--- src/rtl/eth_tx_arbiter.sv ---
// Frame-atomic round-robin merge of NUM_CH AXI-Stream sources onto one RGMII TX stream,
// with inter-frame gap and stalled-source abort. Define ETH_TX_ARB_STATS_EN for frame/abort counters.
module eth_tx_arbiter #(
  parameter int NUM_CH          = 4,
  parameter int DATA_WIDTH      = 8,
  parameter int IDLE_GAP        = 12,
  parameter int WATCH_DOG_WIDTH = 12,
  localparam int CH_W = (NUM_CH > 1) ? $clog2(NUM_CH) : 1
) (
  input  logic                         sys_clk,
  input  logic                         sys_rst,
  input  logic [NUM_CH*DATA_WIDTH-1:0] s_tx_data,
  input  logic [NUM_CH-1:0]            s_tx_valid,
  input  logic [NUM_CH-1:0]            s_tx_last,
  input  logic [NUM_CH-1:0]            s_tx_user,
  output logic [NUM_CH-1:0]            s_tx_ready,
  output logic [DATA_WIDTH-1:0]        rgmii_tx_data,
  output logic                         rgmii_tx_valid,
  output logic                         rgmii_tx_last,
  output logic                         rgmii_tx_user,
  input  logic                         rgmii_tx_ready,
  output logic [CH_W-1:0]              grant_ch,
  output logic                         busy,
  output logic                         abort_pulse
`ifdef ETH_TX_ARB_STATS_EN
  ,
  output logic [NUM_CH*16-1:0]         frame_cnt,
  output logic [15:0]                  abort_cnt
`endif
);

  typedef enum logic [2:0] {IDLE, XFER, ABORT, DRAIN, GAP} state_t;

  localparam int GAP_W = (IDLE_GAP > 1) ? $clog2(IDLE_GAP) : 1;
  localparam logic [GAP_W-1:0] GAP_LOAD = GAP_W'((IDLE_GAP > 0) ? IDLE_GAP - 1 : 0);
  localparam logic [WATCH_DOG_WIDTH-1:0] WD_TRIP = ~WATCH_DOG_WIDTH'(1);
  localparam logic [CH_W-1:0] PTR_RST = CH_W'(NUM_CH - 1);

  state_t                     state, state_nxt;
  logic [CH_W-1:0]            ptr, ptr_nxt, grant_nxt, sel_ch, cand;
  logic                       sel_found;
  logic [GAP_W-1:0]           gap_cnt, gap_nxt;
  logic [WATCH_DOG_WIDTH-1:0] wd_cnt, wd_nxt;
  logic                       g_valid, g_last, g_user, g_acc;
  logic [DATA_WIDTH-1:0]      g_data;

  always_comb begin
    g_data = '0;
    for (int i = 0; i < NUM_CH; i++) begin
      if (grant_ch == CH_W'(i)) g_data = s_tx_data[i*DATA_WIDTH +: DATA_WIDTH];
    end
  end

  assign g_valid = s_tx_valid[grant_ch];
  assign g_last  = s_tx_last[grant_ch];
  assign g_user  = s_tx_user[grant_ch];
  assign g_acc   = g_valid & rgmii_tx_ready;
  assign busy    = (state != IDLE);

  // Descending scan so the nearest channel after ptr is the last (winning) assignment.
  always_comb begin
    sel_found = 1'b0;
    sel_ch    = '0;
    cand      = '0;
    for (int k = NUM_CH; k >= 1; k--) begin
      cand = CH_W'((int'(ptr) + k) % NUM_CH);
      if (s_tx_valid[cand]) begin
        sel_found = 1'b1;
        sel_ch    = cand;
      end
    end
  end

  always_comb begin
    state_nxt = state;
    ptr_nxt   = ptr;
    grant_nxt = grant_ch;
    gap_nxt   = gap_cnt;
    wd_nxt    = wd_cnt;
    case (state)
      IDLE: begin
        if (sel_found) begin
          grant_nxt = sel_ch;
          wd_nxt    = '0;
          state_nxt = XFER;
        end
      end
      XFER: begin
        if (g_acc) begin
          wd_nxt = '0;
          if (g_last) begin
            ptr_nxt   = grant_ch;
            gap_nxt   = GAP_LOAD;
            state_nxt = (IDLE_GAP == 0) ? IDLE : GAP;
          end
        end else if (!g_valid) begin
          wd_nxt = wd_cnt + 1'b1;
          if (wd_cnt == WD_TRIP) begin
            wd_nxt    = '0;
            state_nxt = ABORT;
          end
        end
      end
      ABORT: begin
        if (rgmii_tx_ready) state_nxt = DRAIN;
      end
      DRAIN: begin
        if (g_valid && g_last) begin
          ptr_nxt   = grant_ch;
          gap_nxt   = GAP_LOAD;
          state_nxt = (IDLE_GAP == 0) ? IDLE : GAP;
        end
      end
      GAP: begin
        if (gap_cnt == '0) state_nxt = IDLE;
        else               gap_nxt   = gap_cnt - 1'b1;
      end
      default: state_nxt = IDLE;
    endcase
  end

  always_comb begin
    s_tx_ready     = '0;
    rgmii_tx_data  = '0;
    rgmii_tx_valid = 1'b0;
    rgmii_tx_last  = 1'b0;
    rgmii_tx_user  = 1'b0;
    abort_pulse    = 1'b0;
    case (state)
      XFER: begin
        s_tx_ready[grant_ch] = rgmii_tx_ready;
        rgmii_tx_data        = g_data;
        rgmii_tx_valid       = g_valid;
        rgmii_tx_last        = g_last;
        rgmii_tx_user        = g_user;
      end
      ABORT: begin
        rgmii_tx_valid = 1'b1;
        rgmii_tx_last  = 1'b1;
        rgmii_tx_user  = 1'b1;
        abort_pulse    = rgmii_tx_ready;
      end
      DRAIN:   s_tx_ready[grant_ch] = 1'b1;
      default: ;
    endcase
  end

  always_ff @(posedge sys_clk or posedge sys_rst) begin
    if (sys_rst) begin
      state    <= IDLE;
      ptr      <= PTR_RST;
      grant_ch <= '0;
      gap_cnt  <= '0;
      wd_cnt   <= '0;
    end else begin
      state    <= state_nxt;
      ptr      <= ptr_nxt;
      grant_ch <= grant_nxt;
      gap_cnt  <= gap_nxt;
      wd_cnt   <= wd_nxt;
    end
  end

`ifdef ETH_TX_ARB_STATS_EN
  always_ff @(posedge sys_clk or posedge sys_rst) begin
    if (sys_rst) begin
      frame_cnt <= '0;
      abort_cnt <= '0;
    end else begin
      for (int i = 0; i < NUM_CH; i++) begin
        if (state == XFER && g_acc && g_last && grant_ch == CH_W'(i))
          frame_cnt[i*16 +: 16] <= frame_cnt[i*16 +: 16] + 16'd1;
      end
      if (abort_pulse && abort_cnt != 16'hFFFF) abort_cnt <= abort_cnt + 16'd1;
    end
  end
`endif

endmodule

--- config.mk ---
export PLATFORM = sky130hd
export DESIGN_NAME = eth_tx_arbiter
export DESIGN_NICKNAME = d
export VERILOG_FILES = /design/src/rtl/eth_tx_arbiter.sv
export SDC_FILE = /design/constraint.sdc
export NUM_CORES = 1
export LEC_CHECK = 0
export ABC_AREA = 0
export CAP_MARGIN = 25
export CELL_PAD_IN_SITES_DETAIL_PLACEMENT = 0
export CELL_PAD_IN_SITES_GLOBAL_PLACEMENT = 1
export CORE_MARGIN = 2
export CORE_UTILIZATION = 33
export DETAILED_ROUTE_END_ITERATION = 6
export PLACE_DENSITY = 0.89
export SLEW_MARGIN = 10
export SYNTH_ARGS = -nofsm -noshare
export SYNTH_HDL_FRONTEND = slang
export SYNTH_SLANG_ARGS = --single-unit
--- constraint.sdc ---
create_clock -name sys_clk -period 3 [get_ports sys_clk]
set_input_delay 0.6 -clock sys_clk [delete_from_list [all_inputs] [get_ports sys_clk]]
set_output_delay 0.6 -clock sys_clk [all_outputs]
set_load 0.01 [all_outputs]
# Yosys cells after proc, flatten, opt, wreduce, memory -nomap -nowiden
# Cells that the tools add are included.
[word_totals] word_cells=108 regBits=23 output_inout_bits=19 in_bits=47
[classes] eq_ne=18 order_cmp=6 bitwise_logic=2 n_reduce_logical=14 mux=57 addsub=6
[ops] op="$mux W12" n=4
[ops] op="$mux W8" n=5
[ops] op="$mux W3" n=8
[ops] op="$pmux W12 S2" n=1
[ops] op="$mux W4" n=4
[ops] op="$lt A2 B3 Y1 const B" n=5
[ops] op="$pmux W3 S5" n=1
[ops] op="$bmux W1 S2" n=7
[ops] op="$mux W2" n=7
[ops] op="$ne A2 B2 Y1 const B" n=7
[ops] op="$mux W1" n=13
[ops] op="$add A12 B1 Y12 const B" n=1
[ops] op="$eq A12 B12 Y1 const B" n=1
[ops] op="$pmux W4 S3" n=1
[ops] op="$ne A3 B3 Y1 const B" n=3
[ops] op="$pmux W4 S2" n=1
[ops] op="$reduce_and A7 Y1" n=1
[ops] op="$eq A3 B2 Y1 const B" n=2
[ops] op="$pmux W1 S2" n=3
[ops] op="$reduce_bool A3 Y1" n=2
[ops] op="$reduce_and A5 Y1" n=1
[ops] op="$add A2 B1 Y2 const B" n=2
[ops] op="$add A2 B2 Y2 const B" n=2
[ops] op="$and A4 B4 Y4" n=1
[ops] op="17 further kinds" n=20

# Longest topological paths before layout
# Gate-level depths: netlist (run 1).
[logic_depth] word_depth=9 depth_mapped=8 depth_no_buf=7

# Worst setup path before layout (run 1)
# No wires, ideal clock.
[synth_path] path_kind="in2reg" from="input port s_tx_valid[3]" to="register wd_cnt[7]" arrival_ns=2.380 setup_time_ns=0.104 n_path_buf=2 setup_slack_ns=0.516 required_time_ns=2.896 stages=7 cell_sequence="mux4_2 -> and2_4 -> buf_6 -> or3_1 -> or2_1 -> buf_6 -> o41ai_2"
[synth_between] elab_chain_len=8 word_cells_on_any_way=20 cone_classes="2 x eq/ne; 16 x mux; 1 x bitwise; 1 x reduce/logical"
[synth_lines] item="start: declaration" line="13" text="input logic [NUM_CH-1:0] s_tx_valid,"
[synth_lines] item="$bmux W1 S2" line="67" text="if (s_tx_valid[cand]) begin"
[synth_lines] item="$mux W1 (not written as such)" line="67"
[synth_lines] item="$mux W1 (4 in series)" line="67"
[synth_lines] item="$ne A2 B2 Y1 (no line)"
[synth_lines] item="$reduce_and A3 Y1 (no line)"
[synth_lines] item="end signal: assignment" line="160" text="wd_cnt <= wd_nxt;"
[synth_lines] item="end: declaration" line="43" text="logic [WATCH_DOG_WIDTH-1:0] wd_cnt, wd_nxt;"
# Parallel ways exist; a longest one is shown, timed or not. The select of a mux whose other input is x is not followed.
# A chain may end at the register's enable or synchronous reset.

# Worst setup path after layout (run 1)
[layout_path] from="input port s_tx_last[2]" to="output port rgmii_tx_last"
[layout_between] elab_chain_len=3
[layout_lines] item="start: declaration" line="14" text="input logic [NUM_CH-1:0] s_tx_last,"
[layout_lines] item="$bmux W1 S2" line="55" text="assign g_last = s_tx_last[grant_ch];"
[layout_lines] item="$mux W1 (not written as such)" line="55"
[layout_lines] item="$pmux W1 S2" line="129" text="case (state)"
[layout_lines] item="end: declaration" line="19" text="output logic rgmii_tx_last,"
# No other way between the ends. The select of a mux whose other input is x is not followed.

==> impl_metrics.yaml, run 1 <==
grt:
  grt_pass1_wl_um: 9011
  antenna_found_initial: 0
  grt_start_max_net_pins: 24
  grt_overflow_total: 0
  grt_pass1_vias: 1825
  grtUsageTotal: 0.1773
clock_network:
  post-cts-setup-buffers: 0
  cts_max_path_buffers: 2
  numClockSinks: 23
  h-tree-depth: 1
  hold_buffers: 0
  cts_tree: "built"
  cts.repair.resized: 0
  cts_root_buf: "clkbuf_8"
  clock_latency_ps: 260
  path_clk_slew_ps: 80
  cts_buffers: 3
timing:
  worstMarginPinSlew_ps: 668.9
  period_needed_ps: 2887
  finalSetupViolations: 0
  rsz0062_at_grt: "no"
  max_slew_margin: 0.5531
  fin_crit_sh: 0.9623
  drv_slew: 0
  fmax_mhz: 346.4
  hold_violations: 0
  clock_skew_ps: 8.397
  fin_tns_setup_ps: 0
route:
  dr.pass1.iters: 4
  vias_per_cell: 5.358
  vias: 1854
  drtAntennaViolNets: 0
  wl_per_cell_um: 15.14
  drcViolationCount: 0
  detail_route.wirelength_um: 5240
  drt_iter0_markers: 104
layout:
  nets: 325
  area_growth_pct: 47.46
  layout-drive-gt1-share: 0.1460
  layout_common_cells: "clkdlybuf4s50_1 (65), dfrtp_1 (21), buf_4 (16)"
  final_common_cell: "clkdlybuf4s50_1"
  antennaDiodeCount: 0
  fin_cells: 346
floorplanning:
  num_rows: 27
  start_util: 0.3416
  dieArea_sq_um: 6283
  ios: 66
  fp.dieW_um: 79.27
  die_h_um: 79.27
  coreArea_sq_um: 5473
synth:
  synth.area.top_cells: "dfrtp_1 (28%), mux4_1 (9.8%), mux4_2 (6.0%)"
  ys.flop_type: "dfrtp_1"
  synth_top_area_frac: 0.2811
  synth.avg_cell_area_sq_um: 9.393
  ys_ff_latch: 23
  ys_warn_count: 0
  yosysSeqAreaShare: 0.3092
  synth_top_area_cell: "dfrtp_1"
  synth_nets: 249
  synth.distinct_cells: 44
  syn_inst: 199
  synth-edff-count: 0
  synthesis.area_sq_um: 1869
  async_flop_share: 1.000
power_and_ir_drop:
  power_mw: 2.163
  ir_worst_vdd_mv: 0.5427
  p_per_area_nw_per_um2: 784.7
  p_leak_nw: 1.126
worst_setup_path:
  reg2reg_depth: 5
  critical-path-top-delay-family: "buffers and inverters"
  crit_path_end_kind: "primary output"
  cp.required_ps: 2400
  crit_buf_inv: 2
  worstPathArrival_ps: 2290
  setup.worst_path.class: "input pin to primary output"
  cpPeakStageDelay_ps: 570
  crit_path_frequent_cell: "clkdlybuf4s50_1"
  cpMaxStageDelayCell: "mux4_1"
  cp_max_fo: 3
  crit_path_cell_trace: "clkdlybuf4s50_1 -> mux4_1 -> a21oi_1 -> nor2_1 -> clkdlybuf4s50_1"
  crit_cells: 5
  critPathLaunchType: "input pin"
place:
  place_congestion: 0.8136
  dp_hpwl_um: 4264
  place_inst: 341
  io_buffers: 65
run_status:
  status: "finished, final reports clean"
min_path:
  hp-class: "register to register"
  worstHoldPathCells: 1
job:
  maxCapViolCount: 0
registers in the layout, indices dropped and copies added, names as in the netlist:
register and cells:
gap_cnt 4, state 3, wd_cnt 12, grant_ch 2, ptr 2
routing by layer:
layer	wire length [um]	track usage
met2	2670	0.3093
met3	130	0.02159
met4	44	0.02414
met1	2394	0.2416
met5	0	0
synth_stat cells (4+ instances only):
library cell,instances
mux4_2,5
a21oi_1,10
mux4_1,7
dfrtp_1,21
clkbuf_1,8
nor2b_1,4
o41ai_2,4
and3_1,10
nor2_1,15
inv_1,11
nand3_1,7
o31ai_1,4
nor3_1,5
nor4_1,7
nand2b_1,9
nand2_1,14
o21ai_0,14
power by group:
part	leakage [nW]	internal, mW	switching (mW)
Sequential	0.291	0.404	0.138
Clock	0.0255	0.0925	0.0966
Combinational	0.810	0.777	0.655
area by class of cell:
class | count | area, sq um
clock buffer | 3 | 41.29
clock inverter | 1 | 5.005
fill | 529 | 2716
inverter | 11 | 41.29
multi-input combinational | 153 | 1182
sequential | 23 | 578.1
tap | 72 | 90.09
timing repair buffer | 83 | 818.3
metrics by stage:
stage | area (sq um) | utilization | worst slack [ps] | hold slack [ps]
global placement | 2683 | 0.4902 | 124.0 | 479.3
global route | 2756 | 0.5037 | 4.814 | 533.9
detailed placement | 2683 | 0.4902 | 60.86 | 491.9
floorplan | 1869 | - | 515.9 | 463.7
finish | 2756 | 0.5037 | 113.1 | 507.0
CTS | 2729 | 0.4986 | 96.64 | 505.5
path summary, 6_finish.rpt:
check | start | to | slack (ps)
setup / recovery | s_tx_last[2] | rgmii_tx_last | 110
hold / removal | wd_cnt[11] | wd_cnt[11] | 510
setup reg to reg | grant_ch[0] | wd_cnt[7] | 400
hold reg to reg | wd_cnt[11] | wd_cnt[11] | 510
max in group asynchronous | sys_rst | ptr[1] | 2050
min in group asynchronous | sys_rst | wd_cnt[4] | 530
cell families after synthesis:
| kind of cell | synth area share |
|---|---|
| xor gates and xnor gates | 0.004686 |
| DFF | 0.3092 |
| buffers and inverters | 0.05823 |
| and+or+nand+nor | 0.2610 |
| muxes | 0.1767 |
| adders and majority gates | 0.02008 |
| AOI/OAI and AO/OA | 0.1700 |
Power figures use the tool's default switching activity.
==> run 2: changes to the inputs <==
- MAX_ROUTING_LAYER: unset -> met4
- PLACE_DENSITY: 0.89 -> unset
- PLACE_DENSITY_LB_ADDON: unset -> 0.05
- SKIP_LAST_GASP: unset -> 1
==> run 2 against run 1 <==
Count of clock-buffer cells in the layout is the same. Critical path depth is the same. Clock skew shrank 5.6 ps. Worst setup slack lost 4.7 ps. First-iteration DRC count shrank 32%. Total power grew 0.46%. Utilization grew 0.23 points. Worst hold slack lost 3.8 ps. Global-route usage grew 0.32 points. Highest routed layer is now met3. Critical path type unchanged. Register-to-register slack gained 100 ps. Clock power grew 4%.
==> impl_metrics.yaml, run 2 (synthesis results as in run 1) <==
route:
  detail_route.wirelength_um: 5092
  dr.pass1.iters: 4
  drtAntennaViolNets: 0
  drt_iter0_markers: 71
  wl_per_cell_um: 14.51
  vias_per_cell: 5.225
  vias: 1834
  drcViolationCount: 0
worst_setup_path:
  cp.required_ps: 2400
  crit_path_end_kind: "primary output"
  worstPathArrival_ps: 2290
  setup.worst_path.class: "input pin to primary output"
  critPathLaunchType: "input pin"
  cp_max_fo: 6
clock_network:
  numClockSinks: 23
  h-tree-depth: 1
  cts_tree: "built"
  path_clk_slew_ps: 80
  hold_buffers: 0
  cts_root_buf: "clkbuf_8"
  cts_max_path_buffers: 2
  cts_buffers: 3
  clock_latency_ps: 270
timing:
  fin_tns_setup_ps: 0
  hold_violations: 0
  max_slew_margin: 0.7012
  period_needed_ps: 2892
  drv_slew: 0
  finalSetupViolations: 0
  rsz0062_at_grt: "no"
  fmax_mhz: 345.8
  worstMarginPinSlew_ps: 448.2
  clock_skew_ps: 2.822
  fin_crit_sh: 0.9639
grt:
  grtUsageTotal: 0.1805
  grt_pass1_vias: 1761
  antenna_found_initial: 0
  grt_pass1_wl_um: 8749
  grt_overflow_total: 0
  grt_start_max_net_pins: 24
floorplanning:
  fp.dieW_um: 79.27
  dieArea_sq_um: 6283
  ios: 66
  num_rows: 27
  coreArea_sq_um: 5473
  start_util: 0.3416
  die_h_um: 79.27
place:
  dp_hpwl_um: 4108
  place_congestion: 0.7833
  io_buffers: 65
  dpl_cell_area_sq_um: 2715
  place_inst: 347
layout:
  top_regs: "wd_cnt (12), gap_cnt (4), state (3)"
  largest_register: "wd_cnt"
  largest_reg_flops: 12
  final_common_cell: "clkdlybuf4s50_1"
  final_cell_area_sq_um: 2769
  antennaDiodeCount: 0
  nets: 330
  layout_common_cells: "clkdlybuf4s50_1 (65), buf_4 (23), dfrtp_1 (20)"
  area_growth_pct: 48.13
  fin_cells: 351
  layout-drive-gt1-share: 0.1685
run_status:
  status: "finished, final reports clean"
power_and_ir_drop:
  p_leak_nw: 1.134
  power_mw: 2.173
  ir_worst_vdd_mv: 0.3022
  p_per_area_nw_per_um2: 784.8
job:
  maxCapViolCount: 0
min_path:
  hp-class: "register to register"
==> run 2: stage by stage <==
step | setup WS, ps | util | hold WS (ps)
after global routing | 38.28 | 0.5059 | 519.8
after floorplan | 515.9 | - | 463.7
final | 108.4 | 0.5059 | 503.2
after CTS | 33.55 | 0.5050 | 506.1
after detailed placement | 33.37 | 0.4961 | 494.6
after global placement | 80.34 | 0.4961 | 489.6
==> run 2: worst paths after layout <==
check	from	endpoint	slack, ps	cells past startpoint
max	s_tx_valid[3]	rgmii_tx_valid	110	5
min	wd_cnt[11]	wd_cnt[11]	500	1
max reg2reg	grant_ch[0]	wd_cnt[2]	500	6
min reg2reg	wd_cnt[11]	wd_cnt[11]	500	1
max in group asynchronous	sys_rst	ptr[1]	2050	3
min in group asynchronous	sys_rst	gap_cnt[1]	660	3
==> run 2: timing repair <==
item	CTS	global route
setup endpoints to repair	0	6
gates resized for setup	0	2
buffers inserted	0	0
==> run 2: where the power goes <==
part | switching, mW | internal (mW) | leakage (nW) | total, mW
clock network | 0.102 | 0.0940 | 0.0217 | 0.196
registers | 0.125 | 0.406 | 0.290 | 0.531
logic | 0.651 | 0.794 | 0.822 | 1.45
total | 0.879 | 1.29 | 1.13 | 2.17
==> run 2: layer usage <==
layer  part of all wire  vias up  track usage
li1                   -      920            -
met1               0.45      876       0.2401
met2               0.52       38       0.3051
met3              0.028        0      0.03409
met4                  0        0     0.006897
met5                  0        -            -
==> run 2: final cells by class <==
class,count,area [sq um]
Clock buffer,3,41.29
Tap cell,72,90.09
Timing Repair Buffer,88,823.3
Sequential cell,23,579.3
Multi-Input combinational cell,153,1186
Fill cell,545,2704
Clock inverter,1,7.507
Inverter,11,41.29
==> run 2: critical path: stages <==
cell and delay [ps]:
clkdlybuf4s50_1 420, mux4_2 570, a21oi_2 180, nor2_1 50, clkdlybuf4s50_1 470
